--- src/rtl/rim_dfs_solver.sv ---
// rim_dfs_solver
//   Rat-in-a-maze solver. An N x N maze is loaded one row per in_valid beat,
//   then a depth-first search with backtracking finds a path from (0,0) to
//   (N-1,N-1). The path is streamed out one coordinate per cycle, or a one-cycle
//   no_path pulse is raised when the goal cannot be reached.
// Ports
//   clk, rst          clock (rising edge), asynchronous active-high reset
//   in_valid, maze    row beat; maze bit N-1 is column 0, 1 = open, 0 = wall
//   out_valid         path coordinate valid (out_row, out_col)
//   out_last          marks the goal coordinate, the final beat
//   no_path           one-cycle pulse when no path exists
//   busy              high from the first SEARCH cycle to the last OUTPUT/FAIL cycle
module rim_dfs_solver #(
  parameter int N   = 8,
  parameter int CW  = $clog2(N),
  parameter int SPW = $clog2(N*N+1)
) (
  input  logic          clk,
  input  logic          rst,
  input  logic          in_valid,
  input  logic [N-1:0]  maze,
  output logic          out_valid,
  output logic [CW-1:0] out_row,
  output logic [CW-1:0] out_col,
  output logic          out_last,
  output logic          no_path,
  output logic          busy
);

  localparam logic [1:0] S_LOAD   = 2'd0;
  localparam logic [1:0] S_SEARCH = 2'd1;
  localparam logic [1:0] S_OUTPUT = 2'd2;
  localparam logic [1:0] S_FAIL   = 2'd3;

  localparam int             SIW   = $clog2(N*N);
  localparam logic [CW-1:0]  LASTC = CW'(N-1);
  localparam logic [CW:0]    NX    = (CW+1)'(N);

  typedef struct packed {
    logic [CW-1:0] r;
    logic [CW-1:0] c;
  } coord_t;

  logic [1:0]           state;
  logic [CW-1:0]        cnt;
  logic [SPW-1:0]       sp, oidx;
  logic [N-1:0][N-1:0]  rows;   // rows[r][N-1-c] = open
  logic [N-1:0][N-1:0]  vis;    // vis[r][c]
  coord_t               stk [N*N];

  coord_t               top, nb, stk_wd;
  logic                 nb_ok, at_goal, start_open, load_done, push, stk_we;
  logic [SIW-1:0]       stk_wi;
  logic [CW:0]          tr, tc, r2, c2;

  assign top        = stk[SIW'(sp - SPW'(1))];
  assign at_goal    = (top.r == LASTC) && (top.c == LASTC);
  assign start_open = rows[0][N-1];
  assign busy       = (state != S_LOAD);

  // Neighbour selection in priority down, right, up, left. Coordinates carry
  // one extra bit so 0-1 becomes a large value and N-1+1 becomes N; both then
  // fail the single "< N" bounds test.
  always_comb begin
    nb_ok = 1'b0;
    nb    = '0;
    tr    = {1'b0, top.r};
    tc    = {1'b0, top.c};
    r2    = tr;
    c2    = tc;
    for (int d = 0; d < 4; d++) begin
      r2 = tr;
      c2 = tc;
      case (d)
        0:       r2 = tr + 1'b1;
        1:       c2 = tc + 1'b1;
        2:       r2 = tr - 1'b1;
        default: c2 = tc - 1'b1;
      endcase
      if (!nb_ok && (r2 < NX) && (c2 < NX) &&
          rows[r2[CW-1:0]][LASTC - c2[CW-1:0]] &&
          !vis[r2[CW-1:0]][c2[CW-1:0]]) begin
        nb_ok = 1'b1;
        nb.r  = r2[CW-1:0];
        nb.c  = c2[CW-1:0];
      end
    end
  end

  // Single stack write port: seed (0,0) on load completion, or push a neighbour.
  assign load_done = (state == S_LOAD) && in_valid && (cnt == LASTC);
  assign push      = (state == S_SEARCH) && start_open && !at_goal && nb_ok;
  assign stk_we    = load_done || push;
  assign stk_wi    = load_done ? '0 : SIW'(sp);
  assign stk_wd    = load_done ? '0 : nb;

  always_ff @(posedge clk) begin
    if (stk_we) stk[stk_wi] <= stk_wd;
  end

  always_ff @(posedge clk or posedge rst) begin
    if (rst) begin
      state     <= S_LOAD;
      cnt       <= '0;
      sp        <= '0;
      oidx      <= '0;
      rows      <= '0;
      vis       <= '0;
      out_valid <= 1'b0;
      out_row   <= '0;
      out_col   <= '0;
      out_last  <= 1'b0;
      no_path   <= 1'b0;
    end else begin
      case (state)
        S_LOAD: begin
          if (in_valid) begin
            rows[cnt] <= maze;
            if (load_done) begin
              cnt       <= '0;
              sp        <= SPW'(1);
              vis       <= '0;
              vis[0][0] <= 1'b1;
              state     <= S_SEARCH;
            end else begin
              cnt <= cnt + 1'b1;
            end
          end
        end
        S_SEARCH: begin
          if (!start_open) begin
            no_path <= 1'b1;
            state   <= S_FAIL;
          end else if (at_goal) begin
            // First beat leaves with the state change so it lands in the
            // first OUTPUT cycle.
            out_valid <= 1'b1;
            out_row   <= stk[0].r;
            out_col   <= stk[0].c;
            out_last  <= (sp == SPW'(1));
            oidx      <= SPW'(1);
            state     <= S_OUTPUT;
          end else if (nb_ok) begin
            sp              <= sp + 1'b1;
            vis[nb.r][nb.c] <= 1'b1;
          end else begin
            sp <= sp - 1'b1;
            if (sp == SPW'(1)) begin
              no_path <= 1'b1;
              state   <= S_FAIL;
            end
          end
        end
        S_OUTPUT: begin
          if (out_last) begin
            out_valid <= 1'b0;
            out_row   <= '0;
            out_col   <= '0;
            out_last  <= 1'b0;
            sp        <= '0;
            state     <= S_LOAD;
          end else begin
            out_row  <= stk[SIW'(oidx)].r;
            out_col  <= stk[SIW'(oidx)].c;
            out_last <= (oidx == sp - SPW'(1));
            oidx     <= oidx + 1'b1;
          end
        end
        default: begin
          no_path <= 1'b0;
          sp      <= '0;
          state   <= S_LOAD;
        end
      endcase
    end
  end

endmodule

--- config.mk ---
export PLATFORM = sky130hd
export DESIGN_NAME = rim_dfs_solver
export DESIGN_NICKNAME = d
export VERILOG_FILES = /design/src/rtl/rim_dfs_solver.sv
export SDC_FILE = /design/constraint.sdc
export NUM_CORES = 1
export LEC_CHECK = 0
export CORE_ASPECT_RATIO = 1.4
export CORE_UTILIZATION = 50
export CTS_BUF_LIST = sky130_fd_sc_hd__clkbuf_16
export CTS_CLUSTER_DIAMETER = 120
export DETAILED_ROUTE_END_ITERATION = 7
export GPL_TIMING_DRIVEN = 0
export HOLD_SLACK_MARGIN = 0.02
export PLACE_DENSITY = 0.65
export SYNTH_ARGS = -nofsm -noshare
export SYNTH_HDL_FRONTEND = slang
export SYNTH_SLANG_ARGS = --single-unit
--- constraint.sdc ---
create_clock -name clk -period 9.95 [get_ports clk]
set_clock_uncertainty 0.2 [all_clocks]
set_input_delay 1.99 -clock clk [delete_from_list [all_inputs] [get_ports clk]]
set_output_delay 1.99 -clock clk [all_outputs]
set_load 0.05 [all_outputs]
After elaboration in Yosys (flattened, before gate mapping)
Memory sizes are Yosys's and may differ from the RTL's.
Cells that the tools add are included.
{"block": "word_totals", "register_bits": 156, "latch_bits": 0, "ram_bits": 384, "romBits": 0, "in_bits": 11, "out_inout_bits": 10, "wordCells": 217, "n_memories": 1}
{"memory": "stk", "words": 64, "word_bits": 6, "read_ports": 3, "rd_clocked_by_memory_dff": 0, "wr": 1, "line_no": "49", "text": "coord_t stk [N*N];"}
{"block": "op_classes", "add_sub_neg": 11, "n_mul": 0, "div_mod_pow": 0, "order_cmp": 20, "eq_ne": 20, "shifts": 0, "muxes": 94, "bitwise": 2, "reduce_logical": 44}
{"op": "$mux 64", "n": 5}
{"op": "$bmux 8 s3", "n": 6}
{"op": "$pmux 64 s2", "n": 1}
{"op": "$bwmux 64", "n": 1}
{"op": "$mux 8", "n": 8}
{"op": "$or 64x64->64", "n": 1}
{"op": "$mux 7", "n": 9}
{"op": "$lt 3x4->1 const B", "n": 13}
{"op": "$demux 8 s3", "n": 2}
{"op": "$mux 6", "n": 6}
{"op": "$mux 1", "n": 25}
{"op": "$bmux 1 s3", "n": 8}
{"op": "$logic_and 1x1->1", "n": 22}
{"op": "$mux 3", "n": 7}
{"op": "$pmux 7 s3", "n": 1}
{"op": "$lt 4x4->1 const B", "n": 4}
{"op": "$ne 2x2->1 const B", "n": 8}
{"op": "$add 7x1->7 const B", "n": 2}
{"op": "$mux 2", "n": 7}
{"op": "$pmux 7 s2", "n": 1}
{"op": "$pmux 3 s2", "n": 2}
{"op": "$reduce_and 4->1", "n": 3}
{"op": "$reduce_and 5->1", "n": 2}
{"op": "$eq 3x3->1 const B", "n": 3}
{"op": "26 further kinds", "n": 44}

Depth between registers and ports, before layout
Gate-level depths: netlist of run 1.
An unclocked memory read counts as a cell.
{"block": "logic_depth", "ltp_word": 37, "depth_mapped": 34, "ltp_nobuf": 22}

Worst setup path before layout of run 1
OpenSTA, ideal clock, no wires.
{"block": "synth_timing", "path_type": "register to register", "from": "reg sp[0]", "to": "mem stk[0][2] in the netlist's numbering (data pin)", "setup_time_ps": 499, "arrival_time_ps": 7246, "required_ps": 9251, "setup_slack_ps": 2005, "path_stages_with_launch": 31, "n_path_buf": 11, "period_less_slack_ps": 7945, "cell_sequence": "dfrtp_1 > buf_6 > buf_6 > buf_6 > inv_1 > buf_2 > ha_1 > buf_4 > buf_4 > buf_4 > mux2i_1 > nand3_1 > nand4_1 > o22ai_1 > o21ai_4 > nand2_8 > buf_4 > buf_2 > ha_1 > ha_1 > clkbuf_1 > nand2_1 > o32ai_1 > o21a_1 > nor3_1 > o31a_4 > nor4b_4 > o41ai_1 > o31a_1 > buf_2 > nor2_1"}
{"item": "start: declaration", "line_no": "46", "text": "logic [SPW-1:0] sp, oidx;"}
{"item": "start signal: assignment", "line_no": "144", "text": "sp <= sp + 1'b1;"}
{"item": "start signal: assignment", "line_no": "147", "text": "sp <= sp - 1'b1;"}
{"item": "end: declaration", "line_no": "49"}

Final worst setup path of run 1
{"block": "layout_timing", "from": "reg sp[0]", "to": "mem stk[11][5] in the netlist's numbering, enable pin"}
{"block": "layout_via", "elab_chain_cells": 30, "word_cells_on_any_way": 76, "cone_classes": "add/sub: 8; order compare: 5; eq/ne: 2; mux: 35; reduce/logical: 25; memory: 1"}
{"item": "$sub 7x1->7"}
{"item": "$mem_v2 64x6"}
{"item": "$add 3x1->4", "line_no": "75", "text": "0: r2 = tr + 1'b1;"}
{"item": "$bmux 8 s3 (on tied branches)", "line_no": "81, 82"}
{"item": "$mux 8 (on tied branches)", "line_no": "81, 82"}
{"item": "$bmux 1 s3 (on tied branches)", "line_no": "81, 82"}
{"item": "$mux 1 (on tied branches)", "line_no": "81, 82"}
{"item": "$logic_and 1x1->1 or $logic_not 1->1 (tied branches)", "line_no": "80, 82"}
{"item": "[13 not listed]"}
{"item": "$logic_not 1->1", "line_no": "80", "text": "if (!nb_ok && (r2 < NX) && (c2 < NX) &&"}
{"item": "$logic_and 1x1->1 (2 in series)", "line_no": "80"}
{"item": "$logic_and 1x1->1", "line_no": "81", "text": "rows[r2[CW-1:0]][LASTC - c2[CW-1:0]] &&"}
{"item": "$mux 1", "line_no": "80"}
{"item": "$logic_and 1x1->1", "line_no": "92", "text": "assign push = (state == S_SEARCH) && start_open && !at_goal && nb_ok;"}
{"item": "$logic_or 1x1->1", "line_no": "93", "text": "assign stk_we = load_done || push;"}
{"item": "$mux 1", "line_no": "98", "text": "if (stk_we) stk[stk_wi] <= stk_wd;"}
{"item": "$mux 1 (implied by the code)", "line_no": "98"}
Several ways; a longest one is shown, not always the timed one. The select of a mux whose other input is x is not followed.

==> results of run 1 <==
-- state kept, by name, summed over array words and instances (netlist names), 3 cells and up --
register,flops
oidx,7
cnt,3
vis,64
out_col,3
rows,64
stk,384
out_row,3
sp,7
-- cell type report --
cell class	count	area (µm²)
sequential	540	15400
buffer	135	741
timing repair buffer	37	435
clock inverter	46	429
tap	735	920
multi-input combinational	1277	12400
fill	4531	24300
inverter	40	160
clock buffer	56	1400
-- tightest hold or removal path: cells and delay by family, from the launching register on --
kind / cells / cell delay (ns)
AOI/OAI and AO/OA: 1 / 0.05
DFF: 1 / 0.35
and+or+nand+nor: 1 / 0.05
-- worst paths after layout --
check,slack (ns),to,depth (start not counted),startpoint
max,0.01,stk[11][5],27,sp[0]
min,0.29,vis[55],2,vis[55]
max reg2reg,0.01,stk[11][5],27,sp[0]
min reg2reg,0.29,vis[55],2,vis[55]
max in group asynchronous,7.07,rows[33],3,rst
min in group asynchronous,1.59,rows[22],2,rst
-- cell usage in the layout, fill, tap and decap left out, drive strengths merged, types with 7 or more instances in the layout --
cell type / instances
a211oi: 8
a21oi: 36
a22oi: 8
a311oi: 9
a31oi: 10
a32o: 10
a32oi: 11
and2: 7
and3: 12
buf: 91
clkbuf: 116
clkdlybuf4s50: 20
clkinv: 22
dfrtp: 156
edfxtp: 384
ha: 12
inv: 52
mux2: 95
mux2i: 89
mux4: 212
nand2: 184
nand2b: 37
nand3: 65
nand3b: 7
nand4: 27
nor2: 122
nor2b: 19
nor3: 36
o211ai: 17
o21ai: 39
o22ai: 23
o31ai: 45
o32ai: 18
or2: 7
or3: 11
xnor2: 10
xor2: 8
-- cell families after synthesis --
kind of cell,after synthesis
AOI/OAI and AO/OA,288
and+or+nand+nor,563
adders and majority gates,12
muxes,396
buffers and inverters,175
DFF,540
xor gates and xnor gates,18
-- stage by stage --
| step | util (%) | instance area [µm²] | hold slack [ns] |
|---|---|---|---|
| 3_5_place_dp | 52.8 | 29700 | 0.276 |
| 5_1_grt | 56.8 | 31900 | 0.324 |
| 2_1_floorplan | - | 28400 | 0.252 |
| 6_report | 56.8 | 31900 | 0.294 |
| 4_1_cts | 56.5 | 31700 | 0.291 |
| 3_3_place_gp | 52.5 | 29500 | 0.272 |
-- per-layer routing --
metal | global-route usage [%] | up-vias | share of wire (%)
li1 | - | 8153 | -
met1 | 39.9 | 10300 | 32
met2 | 64.8 | 1219 | 51
met3 | 5.80 | 410 | 6.8
met4 | 33.9 | 0 | 11
met5 | 0 | - | 0
-- repair_timing --
action                     4_1_cts  5_1_grt
pin swaps                        4        5
buffers inserted                 8        2
resized for setup               40       63
setup endpoints to repair      705      531
gates cloned                     0        0
==> summary.md, run 1 <==
| Metric | Value |
|---|---|
| Dominant register cell in the synthesized netlist | edfxtp_1 |
| Max Slew Vio Count | 0 |
| Vias in the first global route | 20,400 |
| Main combinational cell family by area after synthesis | multiplexers |
| Worst Path Required | 10.03 ns |
| Yosys warns | 0 |
| Slew @ Worst Pin | 1.36 ns |
| Top cell type's share of synthesized area | 40.6% |
| Num CTS Buffers | 55 |
| Routed WL per cell | 37.5 µm |
| RSZ-0062 raised after global routing | true |
| Gr usage total | 37.8% |
| #FFs+latches synth | 540 |
| Row count | 103 |
| Synth top cells by count | edfxtp_1 (384), mux4_2 (212), nand2_1 (181) |
| DRT iter0 DRCs | 2,179 |
| Layout net count | 2,109 |
| Crit-path leading delay family | buffers and inverters |
| Die area | 57,700 µm² |
| Crit-path max FO | 10 |
| Setup violators final | 0 |
| Count of cell types in the netlist | 98 |
| Crit path kind | reg -> reg |
| Die Y | 284 µm |
| Hold Crit Class | reg -> reg |
| CTS clk-pin slew, worst paths | 0.07 ns |
| First-pass GRT wire length | 151,000 µm |
| Top-level port count | 21 |
| WP data arrival | 10.01 ns |
| Final cell count without fillers | 2,866 |
| Post-synthesis xor/xnor area fraction | 0.608% |
| Total Routed Length | 107,000 µm |
| Share of layout cells above drive strength 1 | 28.2% |
| Htree depth | 2 |
| Antenna violations before repair | 0 |
| Synth Area in Compound Gates | 7.79% |
| Mapped Avg Cell Area | 14.2 µm² |
| Die W | 203 µm |
| Fin crit share | 99.9% |
| Area delta synth->final | 12.5% |
| Fin worst setup slack | 0.0130 ns |
| Post-route ant nets | 0 |
| Root buffer cell | clkbuf_16 |
| Mapped Area | 28,400 µm² |
| Post-synthesis simple-gate area fraction | 9.90% |
| Adder-cell share of the synthesized area | 0.529% |
| Core area | 56,200 µm² |
| Sequential fraction of the synthesis area | 54.4% |
| Most common cell in the netlist | edfxtp_1 |
| Setup TNS | 0 ns |
| Fin crit period | 9.94 ns |
| CP Capture Type | flop |
| Port bufs | 20 |
| Pre-CTS setup slack | -1.34 ns |
| CTS sink cnt | 540 |
| Clk_lat worst skew | 0.65 ns |
| GRT overflow | 0 |
| Hold buffers post-CTS | 0 |
| Synth area leaders | edfxtp_1 (41%), mux4_2 (17%), dfrtp_1 (14%) |
| Mapped Cells | 1,992 |
| Relative slew slack | 9.53% |
| Mux contribution to synthesized area | 23.7% |
| Status | complete, no violations |
| Max Clk Rate | 0.101 GHz |
| Post-synth top area cell | edfxtp_1 |
| Largest net degree at the start of global routing | 96 |
| CTS tree | built |
| Pre-Repair DR Iteration Count | 6 |
| Max stage delay on crit path | 0.99 ns |
| Fin. Hold Viols | 0 |
| Vias post-DR | 20,100 |
| Ant. Diodes | 0 |
| Placer Congestion | 1.03 |
| Slowest stage cell on the critical path | a221oi_1 |
| DRC viols | 0 |
| Initial Utilization | 50.5% |
| WP buf/inv | 12 |
| HPWL Detailed | 79,900 µm |
| Mapped Nets | 2,015 |
| Inst Count DP | 2,754 |
| Asr flop ratio synth | 28.9% |
| Vias per cell | 7.01 |
| Max cap viols | 0 |
| Number of synthesized flops with an enable pin | 384 |
| CP startpoint kind | flop |
| Max clock buf depth | 3 |
Power of run 1 is not shown: default switching activity piles up to over one toggle a cycle in this logic, so the estimate is an artifact.
==> run 2: changes to the inputs <==
--- a/config.mk
+++ b/config.mk
@@ -5,14 +5,16 @@
 export SDC_FILE = /design/constraint.sdc
 export NUM_CORES = 1
 export LEC_CHECK = 0
+export CELL_PAD_IN_SITES_DETAIL_PLACEMENT = 2
+export CELL_PAD_IN_SITES_GLOBAL_PLACEMENT = 2
 export CORE_ASPECT_RATIO = 1.4
-export CORE_UTILIZATION = 50
+export CORE_UTILIZATION = 47
 export CTS_BUF_LIST = sky130_fd_sc_hd__clkbuf_16
 export CTS_CLUSTER_DIAMETER = 120
 export DETAILED_ROUTE_END_ITERATION = 7
 export GPL_TIMING_DRIVEN = 0
 export HOLD_SLACK_MARGIN = 0.02
-export PLACE_DENSITY = 0.65
+export PLACE_DENSITY_LB_ADDON = 0.1
 export SYNTH_ARGS = -nofsm -noshare
 export SYNTH_HDL_FRONTEND = slang
 export SYNTH_SLANG_ARGS = --single-unit
==> summary.md, run 2 (synthesis results as in run 1) <==
| Metric | Value |
|---|---|
| Status | finished with violations |
| Failing checks | negative setup slack |
| CP Capture Type | flop |
| Fin crit period | 10.01 ns |
| Clk_lat worst skew | 0.67 ns |
| Pre-Repair DR Iteration Count | 7 |
| Vias in the first global route | 22,500 |
| Share of layout cells above drive strength 1 | 28.9% |
| WHS Path Cells | 2 |
| Antenna violations before repair | 4 |
| Max FFs per register | 384 |
| Relative slew slack | 5.64% |
| Slew @ Worst Pin | 1.42 ns |
| Layout net count | 2,108 |
| Commonest non-fill, non-tap cell in the layout | edfxtp_1 |
| Die area | 61,400 µm² |
| Max cap viols | 0 |
| CP startpoint kind | flop |
| Fin worst setup slack | -0.0615 ns |
| Die Y | 293 µm |
| Crit path kind | reg -> reg |
| HPWL Detailed | 86,000 µm |
| Fin crit share | 101% |
| Vias per cell | 7.23 |
| Top-level port count | 21 |
| Die W | 210 µm |
| Htree depth | 2 |
| Worst r2r dst | stk[60][5] |
| Setup TNS | -1.42 ns |
| R2r setup slk | -0.06 ns |
| Hold Crit Class | reg -> reg |
| WP data arrival | 10.09 ns |
| Area delta synth->final | 12.9% |
| Total Routed Length | 120,000 µm |
| Routed WL per cell | 41.6 µm |
| CTS sink cnt | 540 |
| WP buf/inv | 10 |
| DRT iter0 DRCs | 2,442 |
| Max Clk Rate | 0.0999 GHz |
| Slowest stage cell on the critical path | xor2_2 |
| Post-route ant nets | 0 |
| Top reg by flops | stk |
| Worst Path Required | 10.03 ns |
| Crit-path max FO | 10 |
| Fin. Hold Viols | 0 |
| Leading cell types in the layout, fill and taps excluded | edfxtp_1 (384), mux4_2 (212), nand2_1 (181), dfrtp_1 (156), mux2_2 (92) |
| Largest net degree at the start of global routing | 95 |
| CTS tree | built |
| Max Slew Vio Count | 0 |
| GRT overflow | 0 |
| Row count | 106 |
| Crit-path leading delay family | buffers and inverters |
| Reg-to-reg startpoint | sp[0] |
| Port bufs | 20 |
| RSZ-0062 raised after global routing | true |
| Setup violators final | 60 |
| Root buffer cell | clkbuf_16 |
| FF-to-FF path depth | 27 |
| Largest regs | stk x384, rows x64, vis x64 |
| DRC viols | 0 |
| Max stage delay on crit path | 0.78 ns |
| Initial Utilization | 47.5% |
| Util after Layout | 53.7% |
| Placer Congestion | 1.02 |
| CTS clk-pin slew, worst paths | 0.07 ns |
| Gr usage total | 39.9% |
| Filler cells | 5,450 |
| Vias post-DR | 20,900 |
| Num CTS Buffers | 53 |
| Hold path endpoint | vis[55] |
| Hold Crit Start | vis[55] |
| Core area | 59,700 µm² |
| First-pass GRT wire length | 170,000 µm |
| Max clock buf depth | 3 |
==> run 2: cell types whose count changed in the layout (fill, tap and decap cells not counted), sizes merged <==
cell           previous run  this run
inv                      52        46
buf                      91        95
clkinvlp                  6         9
clkdlybuf4s15             1         0
diode                     0         3
clkbuf                  116       112
bufinv                    6         9
==> run 2: layer usage <==
| metal | vias to the layer above | wire [µm] | track usage (%) |
|---|---|---|---|
| met1 | 11000 | 39600 | 43.5 |
| li1 | 8155 | - | - |
| met5 | - | 13 | 0 |
| met2 | 1298 | 60200 | 68.3 |
| met3 | 474 | 8830 | 7.31 |
| met4 | 2 | 11500 | 32.1 |
==> run 2: tightest hold or removal path, cell delays in order (launching register included) <==
cell     delay [ns]
dfrtp_1        0.36
nand2_1        0.06
o31ai_1        0.06
==> run 2: area by class of cell <==
type                            count  area, µm²  share of cell area [%]
Clock buffer                       54       1350                    4.22
Clock inverter                     46        520                    1.62
Multi-Input combinational cell   1277      12400                    38.8
Timing Repair Buffer               38        438                    1.37
Buffer                            135        732                    2.28
Inverter                           40        163                   0.508
Tap cell                          756        946                    2.95
Antenna cell                        3       7.51                  0.0234
Sequential cell                   540      15400                    48.2
==> run 2: stage by stage <==
| step | std cells | area (µm²) | hold slack (ns) | setup WS [ns] |
|---|---|---|---|---|
| floorplan | 1992 | 28400 | 0.252 | 2.01 |
| global placement | 2768 | 29500 | 0.278 | -2.81 |
| detailed placement | 2775 | 29700 | 0.299 | -1.64 |
| CTS | 2884 | 31800 | 0.314 | -0.175 |
| global route | 2886 | 32000 | 0.343 | -0.0963 |
| finish | 2889 | 32000 | 0.312 | -0.0615 |
==> run 2: what timing repair did <==
| item | CTS | global route |
|---|---|---|
| gates cloned | 0 | 0 |
| hold buffers | 0 | 0 |
| setup buffers | 9 | 1 |
| pin swaps | 5 | 2 |
| resized for setup | 50 | 66 |
| setup endpoints to repair | 805 | 736 |
==> run 2: worst max-delay path by stage <==
stage | startpoint | endpoint | slack [ns] | cells after the start
final | sp[0] | stk[60][5] | -0.06 | 27
after global routing | sp[0] | stk[24][5] | -0.1 | 31
after CTS | sp[0] | stk[63][5] | -0.18 | 26
after detailed placement | sp[0] | stk[54][3] | -1.64 | 29
after global placement | sp[0] | stk[28][4] | -2.81 | 27
after floorplan | sp[0] | stk[0][2] | 2.01 | 30
Power of run 2 is left out for the same reason.
